**src/rtl/gcd_axil_regs.sv**
```systemverilog
// AXI4-Lite register front-end for the GCD core: operand and control registers,
// valid/ready launch of both operands and capture of the core's result.
module gcd_axil_regs #(
  parameter int unsigned DW = 32,
  parameter int unsigned AW = 5
) (
  input  logic            clk,
  input  logic            rst,
  input  logic [AW-1:0]   s_awaddr,
  input  logic            s_awvalid,
  output logic            s_awready,
  input  logic [DW-1:0]   s_wdata,
  input  logic [DW/8-1:0] s_wstrb,
  input  logic            s_wvalid,
  output logic            s_wready,
  output logic [1:0]      s_bresp,
  output logic            s_bvalid,
  input  logic            s_bready,
  input  logic [AW-1:0]   s_araddr,
  input  logic            s_arvalid,
  output logic            s_arready,
  output logic [DW-1:0]   s_rdata,
  output logic [1:0]      s_rresp,
  output logic            s_rvalid,
  input  logic            s_rready,
  output logic [DW-1:0]   A_data,
  output logic            A_valid,
  input  logic            A_ready,
  output logic [DW-1:0]   B_data,
  output logic            B_valid,
  input  logic            B_ready,
  input  logic [DW-1:0]   GCD_data,
  input  logic            GCD_valid,
  output logic            GCD_ready
);

  typedef enum logic {W_IDLE, W_RESP} w_state_e;
  typedef enum logic {R_IDLE, R_DATA} r_state_e;
  typedef enum logic [1:0] {L_IDLE, L_SEND, L_WAIT} l_state_e;

  localparam logic [2:0] REG_OPA    = 3'd0;
  localparam logic [2:0] REG_OPB    = 3'd1;
  localparam logic [2:0] REG_CTRL   = 3'd2;
  localparam logic [2:0] REG_STATUS = 3'd3;
  localparam logic [2:0] REG_RESULT = 3'd4;
  localparam logic [1:0] RESP_OKAY   = 2'b00;
  localparam logic [1:0] RESP_SLVERR = 2'b10;

  w_state_e          w_state_q, w_state_d;
  r_state_e          r_state_q, r_state_d;
  l_state_e          l_state_q, l_state_d;
  logic              awready_q, awready_d, wready_q, wready_d;
  logic              bvalid_q, bvalid_d;
  logic [1:0]        bresp_q, bresp_d;
  logic              aw_held_q, aw_held_d, w_held_q, w_held_d;
  logic [2:0]        awidx_q, awidx_d;
  logic [DW-1:0]     wdata_q, wdata_d;
  logic [DW/8-1:0]   wstrb_q, wstrb_d;
  logic              arready_q, arready_d, rvalid_q, rvalid_d;
  logic [DW-1:0]     rdata_q, rdata_d;
  logic [1:0]        rresp_q, rresp_d;
  logic              a_valid_q, a_valid_d, b_valid_q, b_valid_d;
  logic [DW-1:0]     a_data_q, a_data_d, b_data_q, b_data_d;
  logic              gcd_ready_q, gcd_ready_d;
  logic [DW-1:0]     opa_q, opa_d, opb_q, opb_d, result_q, result_d;
  logic              done_q, done_d, a_sent_q, a_sent_d, b_sent_q, b_sent_d;
  logic              err_q, err_d;

  logic              aw_hs, w_hs, ar_hs, wr_fire, start, clr, rd_ok;
  logic [2:0]        wr_idx;
  logic [DW-1:0]     wr_data, rd_word, status;
  logic [DW/8-1:0]   wr_strb;
  logic              unused_addr_lsbs;

  // Registers are word aligned; the byte-offset bits carry no information.
  assign unused_addr_lsbs = ^{s_awaddr[1:0], s_araddr[1:0]};

  assign aw_hs   = s_awvalid && awready_q;
  assign w_hs    = s_wvalid && wready_q;
  assign ar_hs   = s_arvalid && arready_q;
  assign wr_idx  = aw_hs ? s_awaddr[4:2] : awidx_q;
  assign wr_data = w_hs ? s_wdata : wdata_q;
  assign wr_strb = w_hs ? s_wstrb : wstrb_q;
  // Commit once both halves are present, whether just handshaken or latched earlier.
  assign wr_fire = (w_state_q == W_IDLE) && (aw_held_q || aw_hs) && (w_held_q || w_hs);
  assign start   = wr_fire && (wr_idx == REG_CTRL) && wr_strb[0] && wr_data[0];
  assign clr     = wr_fire && (wr_idx == REG_CTRL) && wr_strb[0] && wr_data[1];
  assign status  = {{(DW-5){1'b0}}, err_q, b_sent_q, a_sent_q, done_q, (l_state_q != L_IDLE)};

  always_comb begin
    w_state_d = w_state_q;
    awready_d = awready_q;
    wready_d  = wready_q;
    bvalid_d  = bvalid_q;
    bresp_d   = bresp_q;
    aw_held_d = aw_held_q;
    w_held_d  = w_held_q;
    awidx_d   = awidx_q;
    wdata_d   = wdata_q;
    wstrb_d   = wstrb_q;
    case (w_state_q)
      W_IDLE: begin
        if (wr_fire) begin
          aw_held_d = 1'b0;
          w_held_d  = 1'b0;
          awready_d = 1'b0;
          wready_d  = 1'b0;
          bvalid_d  = 1'b1;
          bresp_d   = (wr_idx <= REG_RESULT) ? RESP_OKAY : RESP_SLVERR;
          w_state_d = W_RESP;
        end else begin
          if (aw_hs) begin
            aw_held_d = 1'b1;
            awidx_d   = s_awaddr[4:2];
          end
          if (w_hs) begin
            w_held_d = 1'b1;
            wdata_d  = s_wdata;
            wstrb_d  = s_wstrb;
          end
          awready_d = !(aw_held_q || aw_hs);
          wready_d  = !(w_held_q || w_hs);
        end
      end
      W_RESP: begin
        if (s_bready) begin
          bvalid_d  = 1'b0;
          awready_d = 1'b1;
          wready_d  = 1'b1;
          w_state_d = W_IDLE;
        end
      end
      default: w_state_d = W_IDLE;
    endcase
  end

  always_comb begin
    r_state_d = r_state_q;
    arready_d = arready_q;
    rvalid_d  = rvalid_q;
    rdata_d   = rdata_q;
    rresp_d   = rresp_q;
    rd_word   = '0;
    rd_ok     = 1'b1;
    case (s_araddr[4:2])
      REG_OPA:    rd_word = opa_q;
      REG_OPB:    rd_word = opb_q;
      REG_CTRL:   rd_word = '0;
      REG_STATUS: rd_word = status;
      REG_RESULT: rd_word = result_q;
      default:    rd_ok   = 1'b0;
    endcase
    case (r_state_q)
      R_IDLE: begin
        arready_d = 1'b1;
        if (ar_hs) begin
          arready_d = 1'b0;
          rvalid_d  = 1'b1;
          rdata_d   = rd_word;
          rresp_d   = rd_ok ? RESP_OKAY : RESP_SLVERR;
          r_state_d = R_DATA;
        end
      end
      R_DATA: begin
        if (s_rready) begin
          rvalid_d  = 1'b0;
          arready_d = 1'b1;
          r_state_d = R_IDLE;
        end
      end
      default: r_state_d = R_IDLE;
    endcase
  end

  always_comb begin
    l_state_d   = l_state_q;
    a_valid_d   = a_valid_q;
    b_valid_d   = b_valid_q;
    a_data_d    = a_data_q;
    b_data_d    = b_data_q;
    gcd_ready_d = gcd_ready_q;
    result_d    = result_q;
    done_d      = done_q;
    a_sent_d    = a_sent_q;
    b_sent_d    = b_sent_q;
    err_d       = err_q;
    opa_d       = opa_q;
    opb_d       = opb_q;
    for (int unsigned i = 0; i < DW/8; i++) begin
      if (wr_fire && (wr_idx == REG_OPA) && wr_strb[i]) opa_d[8*i +: 8] = wr_data[8*i +: 8];
      if (wr_fire && (wr_idx == REG_OPB) && wr_strb[i]) opb_d[8*i +: 8] = wr_data[8*i +: 8];
    end
    // CLR is applied before any launch or result capture so those set-events win.
    if (clr) begin
      done_d = 1'b0;
      err_d  = 1'b0;
    end
    case (l_state_q)
      L_IDLE: begin
        if (start) begin
          a_data_d  = opa_q;
          b_data_d  = opb_q;
          a_valid_d = 1'b1;
          b_valid_d = 1'b1;
          done_d    = 1'b0;
          a_sent_d  = 1'b0;
          b_sent_d  = 1'b0;
          l_state_d = L_SEND;
        end
      end
      L_SEND: begin
        if (a_valid_q && A_ready) begin
          a_valid_d = 1'b0;
          a_sent_d  = 1'b1;
        end
        if (b_valid_q && B_ready) begin
          b_valid_d = 1'b0;
          b_sent_d  = 1'b1;
        end
        if (a_sent_d && b_sent_d) begin
          gcd_ready_d = 1'b1;
          l_state_d   = L_WAIT;
        end
      end
      L_WAIT: begin
        if (GCD_valid && gcd_ready_q) begin
          result_d    = GCD_data;
          done_d      = 1'b1;
          gcd_ready_d = 1'b0;
          l_state_d   = L_IDLE;
        end
      end
      default: l_state_d = L_IDLE;
    endcase
    if (start && (l_state_q != L_IDLE)) err_d = 1'b1;
  end

  always_ff @(posedge clk or posedge rst) begin
    if (rst) begin
      w_state_q   <= W_IDLE;
      r_state_q   <= R_IDLE;
      l_state_q   <= L_IDLE;
      awready_q   <= 1'b0;
      wready_q    <= 1'b0;
      bvalid_q    <= 1'b0;
      bresp_q     <= '0;
      aw_held_q   <= 1'b0;
      w_held_q    <= 1'b0;
      awidx_q     <= '0;
      wdata_q     <= '0;
      wstrb_q     <= '0;
      arready_q   <= 1'b0;
      rvalid_q    <= 1'b0;
      rdata_q     <= '0;
      rresp_q     <= '0;
      a_valid_q   <= 1'b0;
      b_valid_q   <= 1'b0;
      a_data_q    <= '0;
      b_data_q    <= '0;
      gcd_ready_q <= 1'b0;
      opa_q       <= '0;
      opb_q       <= '0;
      result_q    <= '0;
      done_q      <= 1'b0;
      a_sent_q    <= 1'b0;
      b_sent_q    <= 1'b0;
      err_q       <= 1'b0;
    end else begin
      w_state_q   <= w_state_d;
      r_state_q   <= r_state_d;
      l_state_q   <= l_state_d;
      awready_q   <= awready_d;
      wready_q    <= wready_d;
      bvalid_q    <= bvalid_d;
      bresp_q     <= bresp_d;
      aw_held_q   <= aw_held_d;
      w_held_q    <= w_held_d;
      awidx_q     <= awidx_d;
      wdata_q     <= wdata_d;
      wstrb_q     <= wstrb_d;
      arready_q   <= arready_d;
      rvalid_q    <= rvalid_d;
      rdata_q     <= rdata_d;
      rresp_q     <= rresp_d;
      a_valid_q   <= a_valid_d;
      b_valid_q   <= b_valid_d;
      a_data_q    <= a_data_d;
      b_data_q    <= b_data_d;
      gcd_ready_q <= gcd_ready_d;
      opa_q       <= opa_d;
      opb_q       <= opb_d;
      result_q    <= result_d;
      done_q      <= done_d;
      a_sent_q    <= a_sent_d;
      b_sent_q    <= b_sent_d;
      err_q       <= err_d;
    end
  end

  assign s_awready = awready_q;
  assign s_wready  = wready_q;
  assign s_bvalid  = bvalid_q;
  assign s_bresp   = bresp_q;
  assign s_arready = arready_q;
  assign s_rvalid  = rvalid_q;
  assign s_rdata   = rdata_q;
  assign s_rresp   = rresp_q;
  assign A_valid   = a_valid_q;
  assign A_data    = a_data_q;
  assign B_valid   = b_valid_q;
  assign B_data    = b_data_q;
  assign GCD_ready = gcd_ready_q;

endmodule

```
**config.mk**
```make
export PLATFORM = sky130hd
export DESIGN_NAME = gcd_axil_regs
export DESIGN_NICKNAME = d
export VERILOG_FILES = /design/src/rtl/gcd_axil_regs.sv
export SDC_FILE = /design/constraint.sdc
export NUM_CORES = 1
export LEC_CHECK = 0
export BUFFER_PORTS_ARGS = -buffer_cell sky130_fd_sc_hd__buf_2
export CORE_MARGIN = 2
export CORE_UTILIZATION = 45
export DETAILED_ROUTE_END_ITERATION = 16
export GPL_TIMING_DRIVEN = 0
export PLACE_DENSITY = 0.77
export SLEW_MARGIN = 0
export SYNTH_ARGS = -nofsm -noshare
export SYNTH_HDL_FRONTEND = slang
export SYNTH_SLANG_ARGS = --single-unit
export TNS_END_PERCENT = 5
```
**constraint.sdc**
```tcl
create_clock -name clk -period 12.05 [get_ports clk]
set_input_delay 3.615 -clock clk [delete_from_list [all_inputs] [get_ports clk]]
set_output_delay 3.615 -clock clk [all_outputs]
set_load 0.01 [all_outputs]
```
==> results by group <==
Status
  – Status: finished, final reports clean

Global route
  – Initial antenna violation count: 6
  – Largest net degree at the start of global routing: 129
  – First-pass GRT wire length: 42500 um
  – Vias in the first global route: 7686
  – Grt met2 use: 36.54%
  – Met3 usage in global routing: 3.572%
  – Gr busiest metal: met2
  – Met1 Resource Use GR: 30.99%
  – Total GRT Usage: 22.55%
  – GRT overflow: 0

Die
  – Ports: 196
  – Die height: 156.4 um
  – Initial core utilization: 46.01%
  – Core box area: 22710 um2
  – Die W: 156.4 um
  – Row count: 55
  – Die footprint: 24450 um2

Yosys
  – Syn avg cell area: 11.83 um2
  – Gate Count Post-Synth: 883
  – Warnings, synthesis: 0
  – Post-synthesis sequential area ratio: 60.11%
  – FF+latch count, synth: 251
  – Leading register cell type out of synthesis: dfrtp_1
  – Async SR Flop Fraction: 100.0%
  – Distinct cells, synth: 44
  – Post-synth EDFFs: 0
  – Mapped cell area: 10450 um2

Detailed routing
  – DRT Wirelength: 27620 um
  – Iteration-0 DRC Markers: 434
  – WL per Instance: 19.59 um
  – Post-DR vias/cell: 5.400
  – Drt first pass iters: 5
  – DRC: 0
  – Post-route ant nets: 0
  – Routed vias: 7614

Place
  – Post-DP HPWL: 19290 um
  – Port bufs: 186
  – Placed insts: 1356
  – Global placer's final weighted congestion: 0.8680

Worst setup path
  – Crit end category: register
  – Flop2flop setup slack: 9250 ps
  – CP startpoint: s_wvalid
  – Critical Path RT: 12440 ps
  – CP startpoint kind: input port
  – Critical path arrival: 5970 ps
  – Crit path kind: input port to register
  – R2R Path Start: s_wready
  – Max FO, Critical Path: 10

STA
  – Final Max Slew Viols: 0
  – Worst Max-Slew Pin Slew: 1177 ps
  – Final setup fails: 0
  – RSZ-0062 raised after global routing: no
  – Final min period: 5572 ps
  – Slew headroom: 21.56%
  – Fin. Hold Viols: 0
  – Hold Slack: 474.9 ps
  – Clock Skew: 15.23 ps
  – Setup TNS: 0 ps
  – FMAX: 179.5 MHz
  – Final Cycle Share: 46.24%

Clock tree
  – # H-tree levels: 1
  – Clock sinks: 251
  – Clock latency on the worst-skew pair: 530 ps
  – Clock buffer depth: 3
  – Resized Gates After CTS: 0
  – Root buffer cell: clkbuf_16
  – Post-CTS setup buffer count: 0
  – Hold buffers post-CTS: 0
  – TritonCTS clock tree: yes
  – Reg clk slew, reported paths: 60 ps
  – Total CTS buffers: 27

Flow run
  – Number of max-cap violations: 0

Power
  – Pwr dens: 223.0 nW/um2
  – Total power: 0.002845 W
  – Leakage: 6.628 nW
  – Max IR drop VDD: 0.1213 mV

Finish
  – Final core utilization: 56.18%
  – Area of the multi-input gates: 3940 um2
  – Fillers: 1940
  – Fin cells: 1410
  – Nets: 1188
  – Area grow syn2layout: 22.09%
  – Register area: 6281 um2
  – Layout cells sized above 1: 33.30%

Hold path
  – Hold Startpoint: s_rvalid
  – HP Class: register to register
## flip-flops by register name, summed over array words and instances (netlist names), 2 cells and up
signal,cells
A_data,32
B_data,32
awidx_q,3
l_state_q,2
opa_q,32
opb_q,32
result_q,32
s_rdata,32
wdata_q,32
wstrb_q,4
## stage by stage
step | worst slack, ps | cell area (um2)
floorplan | 1535 | 10450
global placement | -1073 | 11740
detailed placement | 5981 | 11780
CTS | 6535 | 12740
global route | 6405 | 12760
finish | 6478 | 12760
## where the power goes
part           total [W]  internal (W)  switching [W]  leakage (nW)
registers        0.00126       0.00109       0.000168          3.34
clock network   0.000896      0.000557       0.000339         0.481
logic           0.000687      0.000313       0.000375          2.80
## worst paths after layout
kind / endpoint / cells past startpoint
max: opa_q[14] / 7
min: s_rvalid / 2
max reg2reg: opa_q[14] / 6
min reg2reg: s_rvalid / 2
max in group asynchronous: B_data[17] / 3
min in group asynchronous: B_data[31] / 2
## critical path, stage by stage
cell and delay, ps:
buf_2 110, nand2_1 160, buf_2 320, buf_2 380, clkbuf_1 910, mux2i_1 320, o21ai_0 130
## layer usage
metal  up-vias  wire [um]
met5         -          7
met4         2        894
met3        65       1578
met2       252      12900
met1      3785      12240
li1       3510          -
## layout make-up
| class | count | area share, % |
|---|---|---|
| multi-input cells | 579 | 30.88 |
| clock inverters | 17 | 1.922 |
| well taps | 285 | 2.795 |
| repair buffers | 187 | 7.513 |
| inverters | 5 | 0.2060 |
| flip-flops and latches | 251 | 49.24 |
| clock buffers | 32 | 5.679 |
| plain buffers | 49 | 1.667 |
| diodes | 5 | 0.09808 |
## Yosys cell counts, types with 3 or more instances
| master | number | share of area, % |
|---|---|---|
| a21oi_1 | 9 | 0.43 |
| a22o_1 | 34 | 2.9 |
| a22oi_1 | 6 | 0.43 |
| buf_2 | 8 | 0.38 |
| buf_4 | 3 | 0.22 |
| clkbuf_1 | 35 | 1.3 |
| dfrtp_1 | 251 | 60 |
| inv_1 | 4 | 0.14 |
| mux2_1 | 5 | 0.54 |
| mux2_2 | 121 | 13 |
| mux2i_1 | 56 | 5.4 |
| nand2_1 | 189 | 6.8 |
| nand2b_1 | 3 | 0.18 |
| nand3_1 | 4 | 0.19 |
| nand4_1 | 6 | 0.36 |
| nor2_1 | 22 | 0.79 |
| nor2b_1 | 3 | 0.18 |
| nor3_1 | 4 | 0.19 |
| o21ai_0 | 86 | 4.1 |
| o22ai_1 | 3 | 0.18 |
## kinds of logic after synthesis
group | synth area share, %
DFF | 60.11
other | 0.03589
buffers and inverters | 2.215
and+or+nand+nor | 9.891
AOI/OAI and AO/OA | 8.801
muxes | 18.94
## cell usage in the layout (no fill, tap or decap), types with 5 or more instances in the layout
cell type and n:
mux2i_1 56, mux2_2 121, diode_2 5, a21oi_1 9, a22o_1 34, clkbuf_16 27
clkinv_2 8, nor2_1 22, clkbuf_1 37, nand2_1 189, a22oi_1 6, o21ai_0 86
mux2_1 5, buf_2 194, nand4_1 6, dfrtp_1 251, bufinv_16 6
(Power assumes the default switching activity.)
